<file path="src/rtl/mem_access_unit_pkg.sv">
// rtl/mem_access_unit_pkg.sv - shared types and constants for the memory access stage
// Purpose: memory operation codes, byte-enable patterns and a load/store classifier.
package mem_access_unit_pkg;

    typedef enum logic [2:0] {
        MEM_LB  = 3'd0,
        MEM_LBU = 3'd1,
        MEM_LH  = 3'd2,
        MEM_LHU = 3'd3,
        MEM_LW  = 3'd4,
        MEM_SB  = 3'd5,
        MEM_SH  = 3'd6,
        MEM_SW  = 3'd7
    } mem_op_t;

    localparam logic [3:0] BE_BYTE = 4'b0001;
    localparam logic [3:0] BE_HALF = 4'b0011;
    localparam logic [3:0] BE_WORD = 4'b1111;

    function automatic logic is_store(input mem_op_t op);
        return (op == MEM_SB) || (op == MEM_SH) || (op == MEM_SW);
    endfunction

endpackage

</file>
<file path="src/rtl/mem_lane_align.sv">
// rtl/mem_lane_align.sv - byte-lane steering for loads and stores
// Purpose: purely combinational lane logic for a little-endian 32-bit bus.
// Ports:
//   op_i          memory operation
//   addr_lo_i     byte offset within the word
//   wdata_i       right-justified store value
//   readdata_i    raw bus read word
//   byteenable_o  active lanes for the access
//   writedata_o   store value replicated onto its lanes
//   load_data_o   extracted and extended load result
//   misaligned_o  access crosses its natural alignment
module mem_lane_align
    import mem_access_unit_pkg::*;
(
    input  mem_op_t     op_i,
    input  logic [1:0]  addr_lo_i,
    input  logic [31:0] wdata_i,
    input  logic [31:0] readdata_i,
    output logic [3:0]  byteenable_o,
    output logic [31:0] writedata_o,
    output logic [31:0] load_data_o,
    output logic        misaligned_o
);

    logic [7:0]  byte_sel;
    logic [15:0] half_sel;

    always_comb begin
        byte_sel = readdata_i[7:0];
        case (addr_lo_i)
            2'd0: byte_sel = readdata_i[7:0];
            2'd1: byte_sel = readdata_i[15:8];
            2'd2: byte_sel = readdata_i[23:16];
            2'd3: byte_sel = readdata_i[31:24];
            default: byte_sel = readdata_i[7:0];
        endcase
        half_sel = addr_lo_i[1] ? readdata_i[31:16] : readdata_i[15:0];
    end

    always_comb begin
        byteenable_o = BE_WORD;
        writedata_o  = wdata_i;
        load_data_o  = readdata_i;
        misaligned_o = 1'b0;
        case (op_i)
            MEM_LB, MEM_LBU, MEM_SB: begin
                byteenable_o = BE_BYTE << addr_lo_i;
                writedata_o  = {4{wdata_i[7:0]}};
                load_data_o  = (op_i == MEM_LB) ? {{24{byte_sel[7]}}, byte_sel}
                                                : {24'd0, byte_sel};
            end
            MEM_LH, MEM_LHU, MEM_SH: begin
                byteenable_o = BE_HALF << addr_lo_i;
                writedata_o  = {2{wdata_i[15:0]}};
                load_data_o  = (op_i == MEM_LH) ? {{16{half_sel[15]}}, half_sel}
                                                : {16'd0, half_sel};
                misaligned_o = addr_lo_i[0];
            end
            default: begin
                misaligned_o = (addr_lo_i != 2'd0);
            end
        endcase
    end

endmodule

</file>
<file path="src/rtl/mem_access_unit.sv">
// rtl/mem_access_unit.sv - data-memory access stage over an Avalon-MM style bus
// Purpose: accepts one load/store, runs it on the bus, returns a done pulse.
// Ports:
//   clk, rst_n                clock, asynchronous active-low reset
//   req_valid_i/req_ready_o   request handshake (ready only when idle)
//   op_i, addr_i, wdata_i     operation, byte address, store value
//   avm_*                     bus master interface with waitrequest
//   done_o                    one-cycle completion pulse
//   load_data_o               extended load result, held between loads
//   misaligned_o              done_o qualifier: trapped, no bus access
module mem_access_unit
    import mem_access_unit_pkg::*;
#(
    parameter int ADDR_W = 32,
    parameter int DATA_W = 32
) (
    input  logic              clk,
    input  logic              rst_n,
    input  logic              req_valid_i,
    output logic              req_ready_o,
    input  mem_op_t           op_i,
    input  logic [ADDR_W-1:0] addr_i,
    input  logic [DATA_W-1:0] wdata_i,
    output logic [ADDR_W-1:0] avm_address_o,
    output logic              avm_read_o,
    output logic              avm_write_o,
    output logic [DATA_W-1:0] avm_writedata_o,
    output logic [3:0]        avm_byteenable_o,
    input  logic              avm_waitrequest_i,
    input  logic [DATA_W-1:0] avm_readdata_i,
    output logic              done_o,
    output logic [DATA_W-1:0] load_data_o,
    output logic              misaligned_o
);

    typedef enum logic [1:0] {ST_IDLE, ST_BUSY, ST_RESP} state_t;

    state_t            state_q, state_d;
    mem_op_t           op_q;
    logic [1:0]        addr_lo_q;
    logic              misal_q;
    logic [ADDR_W-1:0] address_q;
    logic [DATA_W-1:0] writedata_q;
    logic [3:0]        be_q;
    logic [DATA_W-1:0] load_data_q;

    mem_op_t           align_op;
    logic [1:0]        align_addr;
    logic [3:0]        align_be;
    logic [DATA_W-1:0] align_wdata;
    logic [DATA_W-1:0] align_load;
    logic              align_misal;
    logic              accept;
    logic              load_done;

    // While idle the aligner looks at the incoming request (trap check and
    // lane placement to register); afterwards it extracts the read data
    // using the registered op and offset.
    assign align_op   = (state_q == ST_IDLE) ? op_i : op_q;
    assign align_addr = (state_q == ST_IDLE) ? addr_i[1:0] : addr_lo_q;

    mem_lane_align u_align (
        .op_i        (align_op),
        .addr_lo_i   (align_addr),
        .wdata_i     (wdata_i),
        .readdata_i  (avm_readdata_i),
        .byteenable_o(align_be),
        .writedata_o (align_wdata),
        .load_data_o (align_load),
        .misaligned_o(align_misal)
    );

    assign accept    = req_valid_i && (state_q == ST_IDLE);
    assign load_done = (state_q == ST_BUSY) && !avm_waitrequest_i && !is_store(op_q);

    always_comb begin
        state_d = state_q;
        case (state_q)
            ST_IDLE: if (accept) state_d = align_misal ? ST_RESP : ST_BUSY;
            ST_BUSY: if (!avm_waitrequest_i) state_d = ST_RESP;
            ST_RESP: state_d = ST_IDLE;
            default: state_d = ST_IDLE;
        endcase
    end

    always_ff @(posedge clk or negedge rst_n) begin
        if (!rst_n) begin
            state_q     <= ST_IDLE;
            op_q        <= MEM_LB;
            addr_lo_q   <= 2'd0;
            misal_q     <= 1'b0;
            address_q   <= '0;
            writedata_q <= '0;
            be_q        <= 4'd0;
            load_data_q <= '0;
        end else begin
            state_q <= state_d;
            if (accept) begin
                op_q        <= op_i;
                addr_lo_q   <= addr_i[1:0];
                misal_q     <= align_misal;
                address_q   <= {addr_i[ADDR_W-1:2], 2'b00};
                writedata_q <= align_wdata;
                be_q        <= align_be;
            end
            if (load_done) load_data_q <= align_load;
        end
    end

    // Strobes decode straight from the state register so an async reset
    // drops them immediately.
    assign req_ready_o      = (state_q == ST_IDLE);
    assign avm_read_o       = (state_q == ST_BUSY) && !is_store(op_q);
    assign avm_write_o      = (state_q == ST_BUSY) &&  is_store(op_q);
    assign avm_address_o    = address_q;
    assign avm_writedata_o  = writedata_q;
    assign avm_byteenable_o = be_q;
    assign done_o           = (state_q == ST_RESP);
    assign misaligned_o     = (state_q == ST_RESP) && misal_q;
    assign load_data_o      = load_data_q;

endmodule

</file>
<file path="config.mk">
export PLATFORM = sky130hd
export DESIGN_NAME = mem_access_unit
export DESIGN_NICKNAME = d
export VERILOG_FILES = /design/src/rtl/mem_access_unit_pkg.sv /design/src/rtl/mem_lane_align.sv /design/src/rtl/mem_access_unit.sv
export SDC_FILE = /design/constraint.sdc
export NUM_CORES = 1
export LEC_CHECK = 0
export CAP_MARGIN = 10
export CORE_ASPECT_RATIO = 0.75
export CORE_MARGIN = 2
export CORE_UTILIZATION = 43
export DETAILED_ROUTE_END_ITERATION = 12
export GPL_TIMING_DRIVEN = 0
export PLACE_DENSITY = 0.89
export RECOVER_POWER = 100
export SYNTH_ARGS = -nofsm -noshare
export SYNTH_HDL_FRONTEND = slang
export SYNTH_SLANG_ARGS = --single-unit
</file>
<file path="constraint.sdc">
create_clock -name clk -period 2.9 [get_ports clk]
set_clock_uncertainty 0.15 [all_clocks]
set_input_delay 0.725 -clock clk [delete_from_list [all_inputs] [get_ports clk]]
set_output_delay 0.725 -clock clk [all_outputs]
set_load 0.1 [all_outputs]
</file>
### After elaboration in Yosys (flattened, before gate mapping)

Index checks and enable logic that the tools add are counted.

* word-level logic and storage cells: 56
* output and inout bits: 105
* input port bits: 103
* flip-flop bits (word level): 106

* muxes and demuxes: 14
* shift-type cells: 2
* reductions and logical operators: 17
* equality and inequality tests: 15

Operator list (number)
* one-hot mux 32 bit (2 select lines): 2
* 2-to-1 mux 32 bit: 2
* one-hot mux 8 bit (4 select lines): 1
* 2-to-1 mux 16 bit: 1
* == test 3 bit, second input constant: 5
* 2-to-1 mux 2 bit: 4
* one-hot mux 4 bit (2 select lines): 1
* == test 2 bit, second input constant: 3
* == test 3 x 2 -> 1 bit, second input constant: 2
* logical AND 1 bit: 6
* OR reduction 3 bit: 2
* == test 2 x 1 -> 1 bit, second input constant: 2
* logical NOT 2 bit: 2
* one-hot mux 2 bit (2 select lines): 1
* left shift 1 x 2 -> 4 bit, first input constant: 1
* left shift 2 x 2 -> 4 bit, first input constant: 1
* == test 3 x 1 -> 1 bit, second input constant: 1
* logical NOT 3 bit: 1
* 2-to-1 mux 3 bit: 1
* logical NOT 1 bit: 2
* logical OR 1 bit: 2
* inequality test 2 x 1 -> 1 bit, second input constant: 1
* inequality test 2 bit, second input constant: 1
* one-hot mux 1 bit (2 select lines): 1
* other kinds (2): 2

### Longest topological paths before layout

Gate-level depths: netlist of run 1.

* depth in word-level cells: 8
* depth in mapped cells: 10
* gate-level depth less buffers: 6

### Hierarchy

A second synthesis of run 1 with hierarchy kept.

* cell total of the unflattened synthesis: 439
* area, all modules: 5420.2 um^2

Modules (own cells, without submodules)
* mem_access_unit: times used 1, area each 4232.8 um^2, cells an instance 246, sequential area each 2652.5 um^2
* mem_lane_align: times used 1, area each 1187.4 um^2, cells an instance 193, sequential area each 0.0 um^2

### Worst setup path before layout of run 1

No wires, ideal clock.

* path type: register to output
* start point: register state_q[0]
* end point: output avm_write_o
* cell stages (with the launch flop): 4
* slack: -0.955 ns
* arrival time: 2.980 ns
* buffers on the path: 2
* path through: dfrtp_1 -> buf_2 -> clkbuf_1 -> nor3b_1

* cells in the longest elaborated chain, start to end: 2

RTL lines
* from (decl): line mem_access_unit.sv:38 `state_t state_q, state_d;`
* from (signal assigned): line mem_access_unit.sv:97 `state_q <= state_d;`
* == test 2 x 1 -> 1 bit: line mem_access_unit.sv:114 `assign avm_write_o = (state_q == ST_BUSY) && is_store(op_q);`
* logical AND 1 bit: line mem_access_unit.sv:114
* to (decl): line mem_access_unit.sv:26 `output logic avm_write_o,`

Every way passes these cells.

### Final worst setup path of run 1

* start point: register state_q[1]
* end point: output req_ready_o

* cells in the longest elaborated chain, start to end: 1

RTL lines
* logical NOT 2 bit: line mem_access_unit.sv:112 `assign req_ready_o = (state_q == ST_IDLE);`
* to (decl): line mem_access_unit.sv:20 `output logic req_ready_o,`

Every way passes these cells.

==> results.md, run 1 <==
| Step | Item | Value |
| --- | --- | --- |
| outcome | Result of the run | finished, violations left |
| outcome | Violated checks | max-capacitance violations, max-slew violations |
| sta | F_max | 350 MHz |
| critical path | WS Path Type | reg -> out |
| clock tree | Number of sinks handled by clock tree synthesis | 106 |
| placement | Post-placement cell area | 0.00724 mm2 |
| grt | GRT Overall Usage | 27.8% |
| floorplanning | Area of the core | 0.0111 mm2 |
| floorplanning | Die extent in y | 97.2 um |
| routing | Routed vias/inst | 5.55 |
| placement | Place WS | -633 ps |
| worst hold path | Depth of the worst hold-timing path | 2 |
| placement | Routability congestion estimate from global placement | 0.856 |
| sta | Worst Max-Slew Pin Slew | 1570 ps |
| routing | Total number of vias | 5157 |
| floorplanning | Number of core rows | 33 |
| floorplanning | Die ar. | 0.0125 mm2 |
| sta | Unrepaired setup endpoints after global routing | yes |
| sta | Max transition margin | -4.39% |
| synth | Top flip-flop cell by instance count after synthesis | sky130_fd_sc_hd__dfrtp_1 |
| synth | Share of synthesized registers carrying an async set or reset | 100% |
| critical path | Worst Path Buf+Inv | 4 |
| synth | Number of enable-type register cells in the synthesized netlist | 0 |
| sta | Final critical delay including setup and external delays | 2860 ps |
| finish | Post-route cell area | 0.00768 mm2 |
| synth | Average size of a mapped cell | 8.83 um2 |
| grt | First-pass GRT wire length | 27200 um |
| routing | Overall routed net length | 17200 um |
| finish | Number of nets in the layout | 888 |
| critical path | Highest net fanout along the worst path | 9 |
| finish | Most common cell after layout, fill and taps aside | sky130_fd_sc_hd__clkdlybuf4s50_1 |
| floorplanning | IO Count | 208 |
| clock tree | Buffer cell driving the clock tree root | sky130_fd_sc_hd__clkbuf_16 |
| floorplanning | Die Wd | 128 um |
| critical path | Standard cell with the maximum stage delay on the critical path | sky130_fd_sc_hd__clkdlybuf4s15_2 |
| critical path | Critical path's top delay family | buffers and inverters |
| clock tree | Buffer levels on the longest clock path | 2 |
| finish | Finished Core Util | 69.2% |
| routing | Violation count after the first detailed-route iteration | 436 |
| finish | Antenna diode count | 0 |
| sta | Slew Viols, Final | 63 |
| synth | Number of standard cells after synthesis | 564 |
| grt | Number of antenna violations at the first check in global routing | 0 |
| critical path | Crit path cell chain | buf_6 -> or2_1 -> buf_2 -> clkinv_1 -> clkdlybuf4s15_2 |
| critical path | Critical path's largest stage delay | 590 ps |
| clock tree | TritonCTS clock tree | yes |
| placement | Detailed Place HPWL | 12800 um |
| grt | Total congestion overflow after global routing | 0 |
| synth | Post-synthesis instance area | 0.00498 mm2 |
| critical path | Worst flop-to-flop path startpoint | state_q[0] |
| worst hold path | Hold-critical path endpoint | avm_address_o[9] |
| clock tree | Clock latency on the worst-skew pair | 350 ps |
| placement | Count of input and output buffers | 205 |
| routing | First-pass detailed-route iteration total | 6 |
| clock tree | CTS H-Tree Depth | 3 |
| sta | Fraction of the cycle the final worst path needs | 98.6% |
| clock tree | Post-CTS Hold Buffers | 0 |
| synth | Register area share after synthesis | 53.3% |
| synth | Post-synthesis cell type count | 49 |
| finish | Area growth, synth to finish | 54.3% |
| worst hold path | Class of the most critical hold timing path | reg -> reg |
| critical path | Data required, critical path | 2030 ps |
| critical path | Startpoint types | register |
| synth | Synth Warn # | 0 |
| critical path | R2R setup slack | 250 ps |
| routing | Post-route DRC violation count | 0 |
| sta | Setup Viol. Count Final | 0 |
| critical path | CP Data Arrival Time | 1990 ps |
| flow run | Number of max-cap violations | 1 |
| synth | Flop and latch count out of synthesis | 106 |
| routing | Routed wire per std cell | 18.5 um |
| clock tree | Post-CTS clock slew at the launch and capture registers of the worst setup and hold paths | 70 ps |
| routing | DRT antenna net count | 0 |
| sta | Crit path setup slack, layout | 39.8 ps |
| critical path | Reg-to-Reg End | avm_writedata_o[31] |
| grt | Largest net degree at the start of global routing | 63 |
| critical path | R2R cell count | 8 |
| finish | Commonest cells after routing, fill and taps aside | sky130_fd_sc_hd__clkdlybuf4s50_1 (199), sky130_fd_sc_hd__nand2_1 (186), sky130_fd_sc_hd__dfrtp_1 (106) |
| finish | Ratio of cells with drive above 1 in the final layout | 7.72% |
| grt | Number of global-route vias before repair | 5269 |
| sta | Worst slack on hold paths | 326 ps |
| critical path | Kind of end point of the critical path | output port |
| worst hold path | Hold Startpoint | avm_address_o[9] |
| floorplanning | Starting utilization of the core area | 44.8% |
| clock tree | Total CTS buffers | 9 |
| sta | Hold Fails Final Rpt | 0 |
## flip-flops by register name, indices dropped and copies added (netlist names)
signal and flops:
avm_byteenable_o 4, op_q 3, avm_writedata_o 32, state_q 2, avm_address_o 30, misal_q 1
addr_lo_q 2, load_data_o 32
## Yosys cell counts, types with 2 or more instances
master | number | area, um2
sky130_fd_sc_hd__nand2_1 | 186 | 698
sky130_fd_sc_hd__dfrtp_1 | 106 | 2650
sky130_fd_sc_hd__nor2_1 | 65 | 244
sky130_fd_sc_hd__a21oi_1 | 30 | 150
sky130_fd_sc_hd__clkbuf_1 | 29 | 109
sky130_fd_sc_hd__a31oi_1 | 19 | 119
sky130_fd_sc_hd__o22ai_1 | 13 | 81.3
sky130_fd_sc_hd__a21oi_2 | 10 | 87.6
sky130_fd_sc_hd__a211o_1 | 9 | 78.8
sky130_fd_sc_hd__a221oi_1 | 9 | 78.8
sky130_fd_sc_hd__a22oi_1 | 9 | 67.6
sky130_fd_sc_hd__mux2i_1 | 7 | 70.1
sky130_fd_sc_hd__o21ai_0 | 7 | 35.0
sky130_fd_sc_hd__o31ai_1 | 7 | 52.6
sky130_fd_sc_hd__and2_1 | 4 | 25.0
sky130_fd_sc_hd__buf_2 | 4 | 20.0
sky130_fd_sc_hd__inv_1 | 4 | 15.0
sky130_fd_sc_hd__nand2b_1 | 3 | 18.8
sky130_fd_sc_hd__o21a_1 | 3 | 22.5
sky130_fd_sc_hd__a221o_1 | 2 | 20.0
sky130_fd_sc_hd__buf_4 | 2 | 15.0
sky130_fd_sc_hd__buf_6 | 2 | 22.5
sky130_fd_sc_hd__mux2_4 | 2 | 30.0
sky130_fd_sc_hd__nand3_1 | 2 | 10.0
sky130_fd_sc_hd__nor2b_1 | 2 | 12.5
sky130_fd_sc_hd__nor3b_1 | 2 | 15.0
sky130_fd_sc_hd__nor4b_1 | 2 | 17.5
sky130_fd_sc_hd__or3b_1 | 2 | 17.5
sky130_fd_sc_hd__xnor2_1 | 2 | 17.5
## per-stage QoR
step                std cells  TNS [ps]
CTS                       927         0
global route              930     -42.8
finish                    930         0
detailed placement        911    -17130
global placement          910   -319450
floorplan                 565     -36.9
## layer usage
metal  part of all wire [%]  track usage (%)  vias up
met5                      0                0        -
met4                    2.4             9.13        0
met3                     10             8.04       44
met2                     47             43.9      322
met1                     41             37.0     2427
li1                       -                -     2364
## worst min-delay path, delay by kind of cell, from the launching register on
kind | cells | cell delay, ps
flip-flops | 1 | 340
AND/OR/NAND/NOR | 2 | 100
## kinds of logic after synthesis
logic type	after synthesis	synth area share [%]
DFF	106	53.3
buffers and inverters	43	3.79
xor gates and xnor gates	2	0.352
and+or+nand+nor	275	22.4
AOI/OAI and AO/OA	128	18.1
other	1	0.0753
muxes	9	2.01
## how the worst max path moves through the flow
stage | from | cells past startpoint | end | slack [ps]
2_1_floorplan | state_q[0] | 3 | avm_write_o | -40
3_3_place_gp | rst_n | 1 | avm_address_o[27] | -2910
3_5_place_dp | op_i[0] | 7 | load_data_o[10] | -630
4_1_cts | state_q[0] | 5 | misaligned_o | 20
5_1_grt | op_i[1] | 7 | avm_writedata_o[14] | -40
6_report | state_q[1] | 5 | req_ready_o | 40
## final cells by class
| cell class | instances | area (um2) |
|---|---|---|
| Buffer | 38 | 175 |
| Clock buffer | 10 | 229 |
| Inverter | 5 | 18.8 |
| Fill cell | 833 | 3420 |
| Sequential cell | 106 | 2650 |
| Multi-Input combinational cell | 416 | 2200 |
| Timing Repair Buffer | 209 | 2070 |
| Clock inverter | 6 | 161 |
| Tap cell | 140 | 175 |
## repair_timing
item / 4_1_cts / 5_1_grt
buffers inserted: 0 / 3
pin swaps: 0 / 2
setup endpoints to repair: 15 / 37
hold endpoints to repair: 0 / 0
gates cloned: 0 / 0
gates resized for setup: 19 / 17
Power of run 1 is not shown: default switching activity piles up to over one toggle a cycle in this logic, so the estimate is an artifact.
==> run 2, diff against run 1 <==
--- a/config.mk
+++ b/config.mk
@@ -5,7 +5,7 @@
 export SDC_FILE = /design/constraint.sdc
 export NUM_CORES = 1
 export LEC_CHECK = 0
-export CAP_MARGIN = 10
+export CAP_MARGIN = 30
 export CORE_ASPECT_RATIO = 0.75
 export CORE_MARGIN = 2
 export CORE_UTILIZATION = 43
==> results of run 2 <==
Same layout as run 1: the final DEF is identical, and so are final timing and power.
Power of run 2 is left out for the same reason.
